$ cat src/rtl/aes_input_loader.sv
// rtl/aes_input_loader.sv - byte-stream to 128-bit key/plaintext block loader
// Optional AES_LOADER_KEY_REUSE_EN: retain the key across blocks unless key_reload is set.
module aes_input_loader #(
  parameter int unsigned FIRST_BYTE_MSB = 1
) (
  input  logic         clk,
  input  logic         rst_n,
  input  logic         flush,
  input  logic [7:0]   in_data,
  input  logic         in_valid,
  output logic         in_ready,
  output logic [127:0] key,
  output logic [127:0] plain_text,
  output logic         blk_valid,
`ifdef AES_LOADER_KEY_REUSE_EN
  input  logic         key_reload,
`endif
  input  logic         blk_ready
);

  typedef enum logic [1:0] {S_KEY, S_PT, S_OUT} state_e;

  localparam logic [3:0] LAST_BYTE = 4'd15;

  state_e         state_q, state_d;
  logic [3:0]     cnt_q, cnt_d;
  logic [127:0]   key_q, key_d;
  logic [127:0]   pt_q, pt_d;
  logic           blk_valid_q, blk_valid_d;
  logic           in_ready_q, in_ready_d;
  logic           accept;
  logic           handshake;

  // First byte of a word drifts to the top (MSB mode) or bottom (LSB mode) after 16 shifts.
  function automatic logic [127:0] shift_in(input logic [127:0] cur, input logic [7:0] b);
    if (FIRST_BYTE_MSB != 0) return {cur[119:0], b};
    else                     return {b, cur[127:8]};
  endfunction

  assign accept    = in_valid && in_ready_q;
  assign handshake = blk_valid_q && blk_ready;

  always_ff @(posedge clk or negedge rst_n) begin
    if (!rst_n) begin
      state_q     <= S_KEY;
      cnt_q       <= 4'd0;
      key_q       <= 128'd0;
      pt_q        <= 128'd0;
      blk_valid_q <= 1'b0;
      in_ready_q  <= 1'b0;
    end else begin
      state_q     <= state_d;
      cnt_q       <= cnt_d;
      key_q       <= key_d;
      pt_q        <= pt_d;
      blk_valid_q <= blk_valid_d;
      in_ready_q  <= in_ready_d;
    end
  end

  always_comb begin
    state_d = state_q;
    cnt_d   = cnt_q;
    if (flush) begin
      state_d = S_KEY;
      cnt_d   = 4'd0;
    end else begin
      case (state_q)
        S_KEY: if (accept) begin
          cnt_d = cnt_q + 4'd1;
          if (cnt_q == LAST_BYTE) state_d = S_PT;
        end
        S_PT: if (accept) begin
          cnt_d = cnt_q + 4'd1;
          if (cnt_q == LAST_BYTE) state_d = S_OUT;
        end
        S_OUT: if (handshake) begin
          cnt_d = 4'd0;
`ifdef AES_LOADER_KEY_REUSE_EN
          state_d = key_reload ? S_KEY : S_PT;
`else
          state_d = S_KEY;
`endif
        end
        default: begin
          state_d = S_KEY;
          cnt_d   = 4'd0;
        end
      endcase
    end
  end

  always_comb begin
    key_d = key_q;
    pt_d  = pt_q;
    if (!flush && accept) begin
      if (state_q == S_KEY)     key_d = shift_in(key_q, in_data);
      else if (state_q == S_PT) pt_d  = shift_in(pt_q, in_data);
    end
    blk_valid_d = (state_d == S_OUT);
    in_ready_d  = (state_d != S_OUT);
  end

  assign in_ready   = in_ready_q;
  assign key        = key_q;
  assign plain_text = pt_q;
  assign blk_valid  = blk_valid_q;

endmodule
$ cat config.mk
export PLATFORM = sky130hd
export DESIGN_NAME = aes_input_loader
export DESIGN_NICKNAME = d
export VERILOG_FILES = /design/src/rtl/aes_input_loader.sv
export SDC_FILE = /design/constraint.sdc
export NUM_CORES = 1
export LEC_CHECK = 0
export CAP_MARGIN = 20
export CORE_MARGIN = 10
export CORE_UTILIZATION = 35
export DETAILED_ROUTE_END_ITERATION = 10
export PLACE_DENSITY = 0.69
export REMOVE_ABC_BUFFERS = 1
export SLEW_MARGIN = 40
export SYNTH_ARGS = -nofsm -noshare
export SYNTH_HDL_FRONTEND = slang
export SYNTH_SLANG_ARGS = --single-unit
$ cat constraint.sdc
create_clock -name clk -period 3.6 [get_ports clk]
set_clock_uncertainty 0.1 [all_clocks]
set_input_delay 0.72 -clock clk [delete_from_list [all_inputs] [get_ports clk]]
set_output_delay 0.72 -clock clk [all_outputs]
set_load 0.05 [all_outputs]
======== Word-level counts from Yosys, hierarchy flattened ========
Cells that the tools add are included.
cells by class
  $add $sub $neg .......................... 1
  equal/unequal tests ..................... 7
  multiplexer cells ....................... 11
  bitwise gates (word level) .............. 1
  reductions and logical operators ........ 9
operator list
  operator                                                                count
  2-bit 2-to-1 mux                                                        6
  4-bit 2-to-1 mux                                                        3
  4-bit one-hot mux with 2 select lines                                   1
  2-bit one-hot mux with 3 select lines                                   1
  4-bit by 1-bit adder with 4-bit output (second input constant)          1
  2-bit equality test (second input constant)                             2
  4-bit equality test (second input constant)                             1
  2-bit AND reduction                                                     2
  1-bit logical AND                                                       3
  3-bit by 1-bit != test with 1-bit output (second input constant)        1
  3-bit != test (second input constant)                                   1
  3-bit AND reduction                                                     1
  2-bit by 1-bit equality test with 1-bit output (second input constant)  1
  2-bit zero test                                                         1
  2-bit != test (second input constant)                                   1
  2-bit OR reduction                                                      1
  1-bit zero test                                                         1
  1-bit inverter                                                          1
storage, ports and cells
  register bits ........................... 264
  bits of input ports ..................... 13
  output and inout port bits .............. 258
  word-level logic and storage cells ...... 35

======== Longest topological paths before layout ========
Gate-level depths: netlist of the first run.
  depth after elaboration ................. 6
  depth in mapped cells ................... 6
  depth with buffers taken out ............ 5

======== Worst setup path before layout of the first run ========
Ideal clock, no wire load.
  path type ............................... input to register
  start point ............................. in flush
  end point ............................... reg key_q[17], in the netlist key[17]
  setup time .............................. 125 ps
  data arrival time ....................... 1,852 ps
  slack ................................... 1,523 ps
  stages .................................. 5
  path buffers ............................ 3
  path through ............................ buf_6 nor4_4 buf_12 buf_12 mux2_2
between the ends
  longest elaborated chain between the ends .. 3
RTL lines
  what                           RTL line  RTL
  start: declaration             8         input logic flush,
  1-bit zero test                96        if (!flush && accept) begin
  1-bit logical AND              96
  2-bit AND reduction (no line)  --
  end signal: assignment         54        key_q <= key_d;
  end: declaration               27        logic [127:0] key_q, key_d;
Every way passes these cells.
A chain may end at the register's enable or synchronous reset.

======== Final worst setup path of the first run ========
  start point ............................. reg key_q[10], in the netlist key[10]
  end point ............................... out key[10]
RTL lines
  what              RTL line  RTL
  end: declaration  12        output logic [127:0] key,
No word-level cell between the ends.

==> results of run 1 <==
stage by stage:
stage	setup WS (ps)	hold WS, ps	instances	util
2_1_floorplan	-4980	324	553	-
3_3_place_gp	625	396	1236	0.451
3_5_place_dp	572	392	1236	0.451
4_1_cts	883	160	1288	0.483
5_1_grt	846	429	1290	0.484
6_report	946	406	1290	0.484
metal layers:
layer | vias to the layer above | share of wire | track usage
met4 | 2 | 0.013 | 0.0252
met2 | 218 | 0.43 | 0.188
met3 | 31 | 0.13 | 0.0719
met5 | - | 0.00052 | 0
met1 | 2993 | 0.43 | 0.160
li1 | 2654 | - | -
path summary, 6_finish.rpt:
| path | from | end | slack, ps |
|---|---|---|---|
| setup / recovery | key[10]$_DFFE_PN0P_ | key[10] | 950 |
| max in group asynchronous | rst_n | plain_text[77]$_DFFE_PN0P_ | 1850 |
| hold / removal | plain_text[127]$_DFFE_PN0P_ | plain_text[127]$_DFFE_PN0P_ | 410 |
| min in group asynchronous | rst_n | key[112]$_DFFE_PN0P_ | 600 |
| hold reg to reg | plain_text[127]$_DFFE_PN0P_ | plain_text[127]$_DFFE_PN0P_ | 410 |
| setup reg to reg | state_q[1]$_DFF_PN0_ | key[35]$_DFFE_PN0P_ | 1530 |
area by class of cell:
type / count / area (sq um)
inverters: 2 / 7.51
clock buffers: 39 / 823
repair buffers: 289 / 2960
fillers: 2665 / 15700
flip-flops and latches: 264 / 6610
multi-input cells: 287 / 3680
well taps: 396 / 495
clock inverters: 13 / 168
cells by family (layout without fill, tap and decap cells):
| group | after synthesis | count (layout) |
|---|---|---|
| simple gates | 21 | 21 |
| buf+inv | 31 | 343 |
| mux | 257 | 257 |
| fa+ha+maj | 1 | 1 |
| flops | 264 | 264 |
| xor+xnor | 1 | 1 |
| compound gates | 7 | 7 |
sequential cells by signal, summed over array words and instances, names as in the netlist:
name and count:
key 128, plain_text 128, cnt_q 4, state_q 2, blk_valid 1, in_ready 1
power by group through the flow:
stage               Clock (mW)  Combinational (mW)  Sequential (mW)
floorplan                    0               0.676             6.09
global placement             0                4.27             4.08
detailed placement           0                4.30             4.10
CTS                       3.15                4.31             4.06
global route              3.28                4.42             4.16
finish                    3.05                4.26             4.05
placed cells by master (no fill, tap or decap):
cell,synthesis,layout
clkbuf_16,0,29
buf_12,11,7
nor2b_1,1,1
inv_1,2,2
a32o_1,1,1
dfrtp_1,264,264
nor3_1,2,2
bufinv_16,0,4
buf_8,2,1
clkinvlp_4,0,1
nor4_1,1,1
nor2_1,4,4
mux2_2,93,93
nor4_4,1,1
mux2_1,3,3
nand3_1,3,3
clkdlybuf4s50_1,0,269
or2_2,1,1
dlygate4sd3_1,0,1
buf_16,0,1
ha_1,1,1
clkbuf_1,0,4
and2_1,1,1
a22o_1,1,1
a31oi_1,1,1
clkinv_2,0,8
nand4_1,2,2
nor2_2,1,1
a21oi_1,4,4
nand2_1,4,4
clkbuf_8,0,6
mux2_4,160,160
mux2i_1,1,1
buf_4,1,10
xnor2_1,1,1
timing repair:
item	CTS	global route
hold endpoints to repair	0	2
hold buffers	0	1
setup endpoints to repair	0	0
==> results.py, run 1 <==
metrics = {
    "outcome": {
        "run_status": "finished, final reports clean",
    },
    "timing": {
        "setup-violations-final": 0,
        "worst_slew_pin_slew_ps": 606,
        "min_period_ps": 2650,
        "finalSetupTns_ps": 0,
        "clock.fmax_mhz": 377,
        "drv_slew": 0,
        "rsz0062_at_grt": "false",
        "period_share": 0.737,
        "hold_viol": 0,
        "maxSlewHeadroom": 0.595,
    },
    "power_and_ir_drop": {
        "swShare": 0.386,
        "vdd_drop_max_uv": 615,
        "pwr-share-clk": 0.268,
        "p_sw_mw": 4.38,
        "sequentialPowerShare": 0.357,
        "p_leak_nw": 6.99,
        "finalPower_mw": 11.4,
        "powerDensity_mw_per_mm2": 770,
        "p_int_mw": 6.98,
        "pwr-share-comb": 0.375,
    },
    "synthesis": {
        "ys_ff_latch": 264,
        "synth_warnings": 0,
        "yosysSeqAreaShare": 0.617,
        "yosysMostFrequentCell": "dfrtp_1",
        "yosys.area.top_type_share": 0.617,
        "synth_area_sq_mm": 0.0107,
        "synth-main-ff-cell": "dfrtp_1",
        "synth_edf_count": 0,
        "yosysUniqueCellTypes": 28,
        "synth-xor-area-share": 0.000817,
        "synth_compound_area_frac": 0.00420,
        "yosys.area.top_type": "dfrtp_1",
        "ys_async_sr_fraction": 1.00,
        "synthMuxAreaShare": 0.326,
        "synth_top_family_by_area": "multiplexers",
        "avgSynthCellArea_sq_um": 18.4,
        "synth_adder_area_share": 0.00117,
        "synth.top_cells.by_area": "dfrtp_1 62%, mux2_4 22%, mux2_2 9.8%",
        "yosys.area_share.simple": 0.0112,
        "netlist_instances": 582,
        "synthTopCellsByCount": "264 x dfrtp_1, 160 x mux2_4, 93 x mux2_2, 14 x buf_6, 11 x buf_12",
    },
    "hold_path": {
        "hold_path_depth": 1,
        "hold_path.class": "flip-flop to flip-flop",
    },
    "place": {
        "place_area_sq_mm": 0.0137,
        "io_buffers": 270,
        "gp_congestion": 0.776,
        "hpwl_mm": 17.8,
    },
    "drt": {
        "drt_pass1_iterations": 4,
        "vias_per_cell": 4.57,
        "wl_per_cell_um": 19.4,
        "vias": 5898,
        "wl_mm": 25.0,
        "ant_nets": 0,
        "drc_errors": 0,
        "detail_route.iter0.violations": 231,
    },
    "finish": {
        "area_delta_synth_final_pct": 37.6,
        "drive_gt1_frac": 0.361,
        "antenna_cells": 0,
        "final_area_sq_mm": 0.0147,
        "nets": 887,
    },
    "floorplan": {
        "fp-row-count": 64,
        "die_width_um": 195,
        "chipHeight_um": 195,
        "fp.coreArea_sq_mm": 0.0304,
        "die_area_sq_mm": 0.0380,
        "pin_count": 271,
        "start_util": 0.352,
    },
    "worst_setup_path": {
        "worstRegToRegCells": 4,
        "cp.arrival_ps": 1830,
        "cp_max_fo": 3,
        "cp_slowest_cell": "clkdlybuf4s50_1",
        "critPathLaunchType": "flip-flop",
        "critical_path_depth": 1,
        "path_buf_inv": 1,
        "worstPathCellList": "clkdlybuf4s50_1",
        "slowest_delay_ps": 870,
        "cp.required_ps": 2780,
        "critPathTopFamily": "buffers and inverters",
        "path_class": "flip-flop to primary output",
        "endpoint_kind": "primary output",
    },
    "global_route": {
        "grt_pass1_wl_mm": 39.7,
        "grt_overflow": 0,
        "grt_start_max_net_pins": 106,
        "grt_pass1_vias": 6513,
        "gr-usage-all-layers": 0.127,
        "antenna_found_initial": 1,
    },
    "clock_tree": {
        "clk_pin_slew_ps": 60,
        "cts_max_level": 1,
        "clock_latency_ps": 530,
        "cts_buffers": 29,
        "cts_sinks": 264,
        "cts_root_buf": "clkbuf_16",
        "cts-resized-gates": 0,
        "cts_tree": "done",
        "post-cts-setup-buffers": 0,
        "cts_buffer_depth": 3,
    },
    "flow_run": {
        "maxCapViolations": 0,
    },
}
(Power assumes the default switching activity.)
==> run 2, diff against run 1 <==
- PLACE_DENSITY: 0.69 -> 0.72
- clock period: 3.6 -> 2.2 ns (I/O delays scaled with it)
==> run 2 against run 1 <==
Effect of this change: sequential share of layout area is 0.85 points higher; design area shrank 1.9%; first-iteration DRC count increased by 14%; hold slack lost 78 ps; register-to-register slack worse by 1200 ps.
==> results.py, run 2 (same netlist as run 1, synthesis figures left out) <==
metrics = {
    "drt": {
        "drc_errors": 0,
        "wl_per_cell_um": 19.5,
        "vias": 6041,
        "ant_nets": 0,
        "vias_per_cell": 4.64,
        "wl_mm": 25.4,
        "detail_route.iter0.violations": 263,
        "drt_pass1_iterations": 4,
    },
    "global_route": {
        "gr-usage-all-layers": 0.128,
        "grt_pass1_vias": 6591,
        "grt_start_max_net_pins": 71,
        "grt_overflow": 0,
        "grt_pass1_wl_mm": 40.0,
        "antenna_found_initial": 0,
    },
    "worst_setup_path": {
        "timing.rr.start": "state_q[1]$_DFF_PN0_",
        "path_buf_inv": 1,
        "worstPathCellList": "dlygate4sd2_1",
        "cp_max_fo": 3,
        "r2r_setup_slack_ps": 350,
        "cp_slowest_cell": "dlygate4sd2_1",
        "endpoint_kind": "primary output",
        "slowest_delay_ps": 560,
        "critical_path_depth": 1,
        "cp.required_ps": 1660,
        "critPathTopFamily": "buffers and inverters",
        "critPathLaunchType": "flip-flop",
        "rr_endpoint": "plain_text[100]$_DFFE_PN0P_",
        "worstRegToRegCells": 5,
        "cp.arrival_ps": 1530,
        "path_class": "flip-flop to primary output",
    },
    "hold_path": {
        "hold_path.class": "primary input to asynchronous set/reset pin",
    },
    "floorplan": {
        "start_util": 0.352,
        "chipHeight_um": 195,
        "pin_count": 271,
        "die_area_sq_mm": 0.0380,
        "fp.coreArea_sq_mm": 0.0304,
        "fp-row-count": 64,
        "die_width_um": 195,
    },
    "finish": {
        "drive_gt1_frac": 0.403,
        "final_common_cell": "dfrtp_1",
        "area_delta_synth_final_pct": 35.0,
        "nets": 902,
        "layout_common_cells": "264 x dfrtp_1, 225 x dlygate4sd2_1, 160 x mux2_4",
        "antenna_cells": 0,
    },
    "flow_run": {
        "maxCapViolations": 0,
    },
    "timing": {
        "clock.fmax_mhz": 482,
        "hold_viol": 0,
        "maxSlewHeadroom": 0.626,
        "timing.final.ws_setup_ps": 125,
        "setup-violations-final": 0,
        "finalSetupTns_ps": 0,
        "period_share": 0.943,
        "rsz0062_at_grt": "false",
        "worst_slew_pin_slew_ps": 564,
        "min_period_ps": 2070,
        "drv_slew": 0,
    },
    "outcome": {
        "run_status": "finished, final reports clean",
    },
    "power_and_ir_drop": {
        "powerDensity_mw_per_mm2": 1210,
        "vdd_drop_max_uv": 1230,
        "p_leak_nw": 7.93,
    },
    "clock_tree": {
        "cts_buffers": 28,
        "post-cts-setup-buffers": 0,
        "cts_root_buf": "clkbuf_16",
        "clock_latency_ps": 540,
        "cts_buffer_depth": 3,
        "clk_pin_slew_ps": 60,
        "cts_sinks": 264,
        "cts_max_level": 1,
        "cts_tree": "done",
    },
    "place": {
        "io_buffers": 270,
        "gp_congestion": 0.803,
        "hpwl_mm": 18.4,
        "place_ws_ps": -80.6,
    },
}
-- run 2: cell count changes in the layout (fill, tap and decap cells not counted), sizes merged --
cell | before | now
clkdlybuf4s50 | 269 | 11
buf | 19 | 68
bufinv | 4 | 0
clkinvlp | 1 | 0
dlygate4sd2 | 0 | 225
clkbuf | 39 | 44
clkinv | 8 | 4
-- run 2: per-layer routing --
metal	vias up	GRT usage	wire length [um]
li1	2684	-	-
met1	3075	0.164	11200
met2	244	0.191	10900
met3	38	0.0630	3010
met4	0	0.0283	391
met5	-	0	0
-- run 2: where the power goes --
group          switching (mW)  total, mW  internal, mW  leakage, nW
combinational            4.42       6.28          1.86         4.00
sequential              0.838       6.68          5.84         3.49
clock                    1.86       4.52          2.66        0.439
-- run 2: layout make-up --
type	instances	area [sq um]
fillers	2699	16000
clock inverters	4	20.0
repair buffers	305	2800
well taps	396	495
clock buffers	44	862
inverters	2	7.51
flip-flops and latches	264	6610
multi-input cells	287	3680
-- run 2: timing repair --
item	CTS	global route
setup endpoints to repair	225	0
resized for setup	225	0
hold buffers	1	0
endpoints found under the hold margin	31	0
-- run 2: through the flow --
stage | cell area [sq um] | cells | hold WS (ps) | total power [mW] | util
2_1_floorplan | 10300 | 553 | 44.4 | 11.1 | -
3_3_place_gp | 13900 | 1253 | 264 | 13.7 | 0.455
3_5_place_dp | 13900 | 1253 | 270 | 13.8 | 0.455
4_1_cts | 14500 | 1302 | 278 | 17.7 | 0.475
5_1_grt | 14500 | 1302 | 323 | 18.2 | 0.475
6_report | 14500 | 1302 | 328 | 17.5 | 0.475
-- run 2: worst max-delay path by stage --
stage | from | to
final | key[11]$_DFFE_PN0P_ | key[11]
after global routing | key[11]$_DFFE_PN0P_ | key[11]
after floorplan | in_ready$_DFF_PN0_ | plain_text[0]$_DFFE_PN0P_
after detailed placement | flush | key[52]$_DFFE_PN0P_
after global placement | flush | plain_text[92]$_DFFE_PN0P_
after CTS | key[11]$_DFFE_PN0P_ | key[11]
==> run 3, diff against run 2 <==
- TNS_END_PERCENT: default -> 1
==> results of run 3 <==
No change in the layout: final DEF, timing and power equal those of run 2.
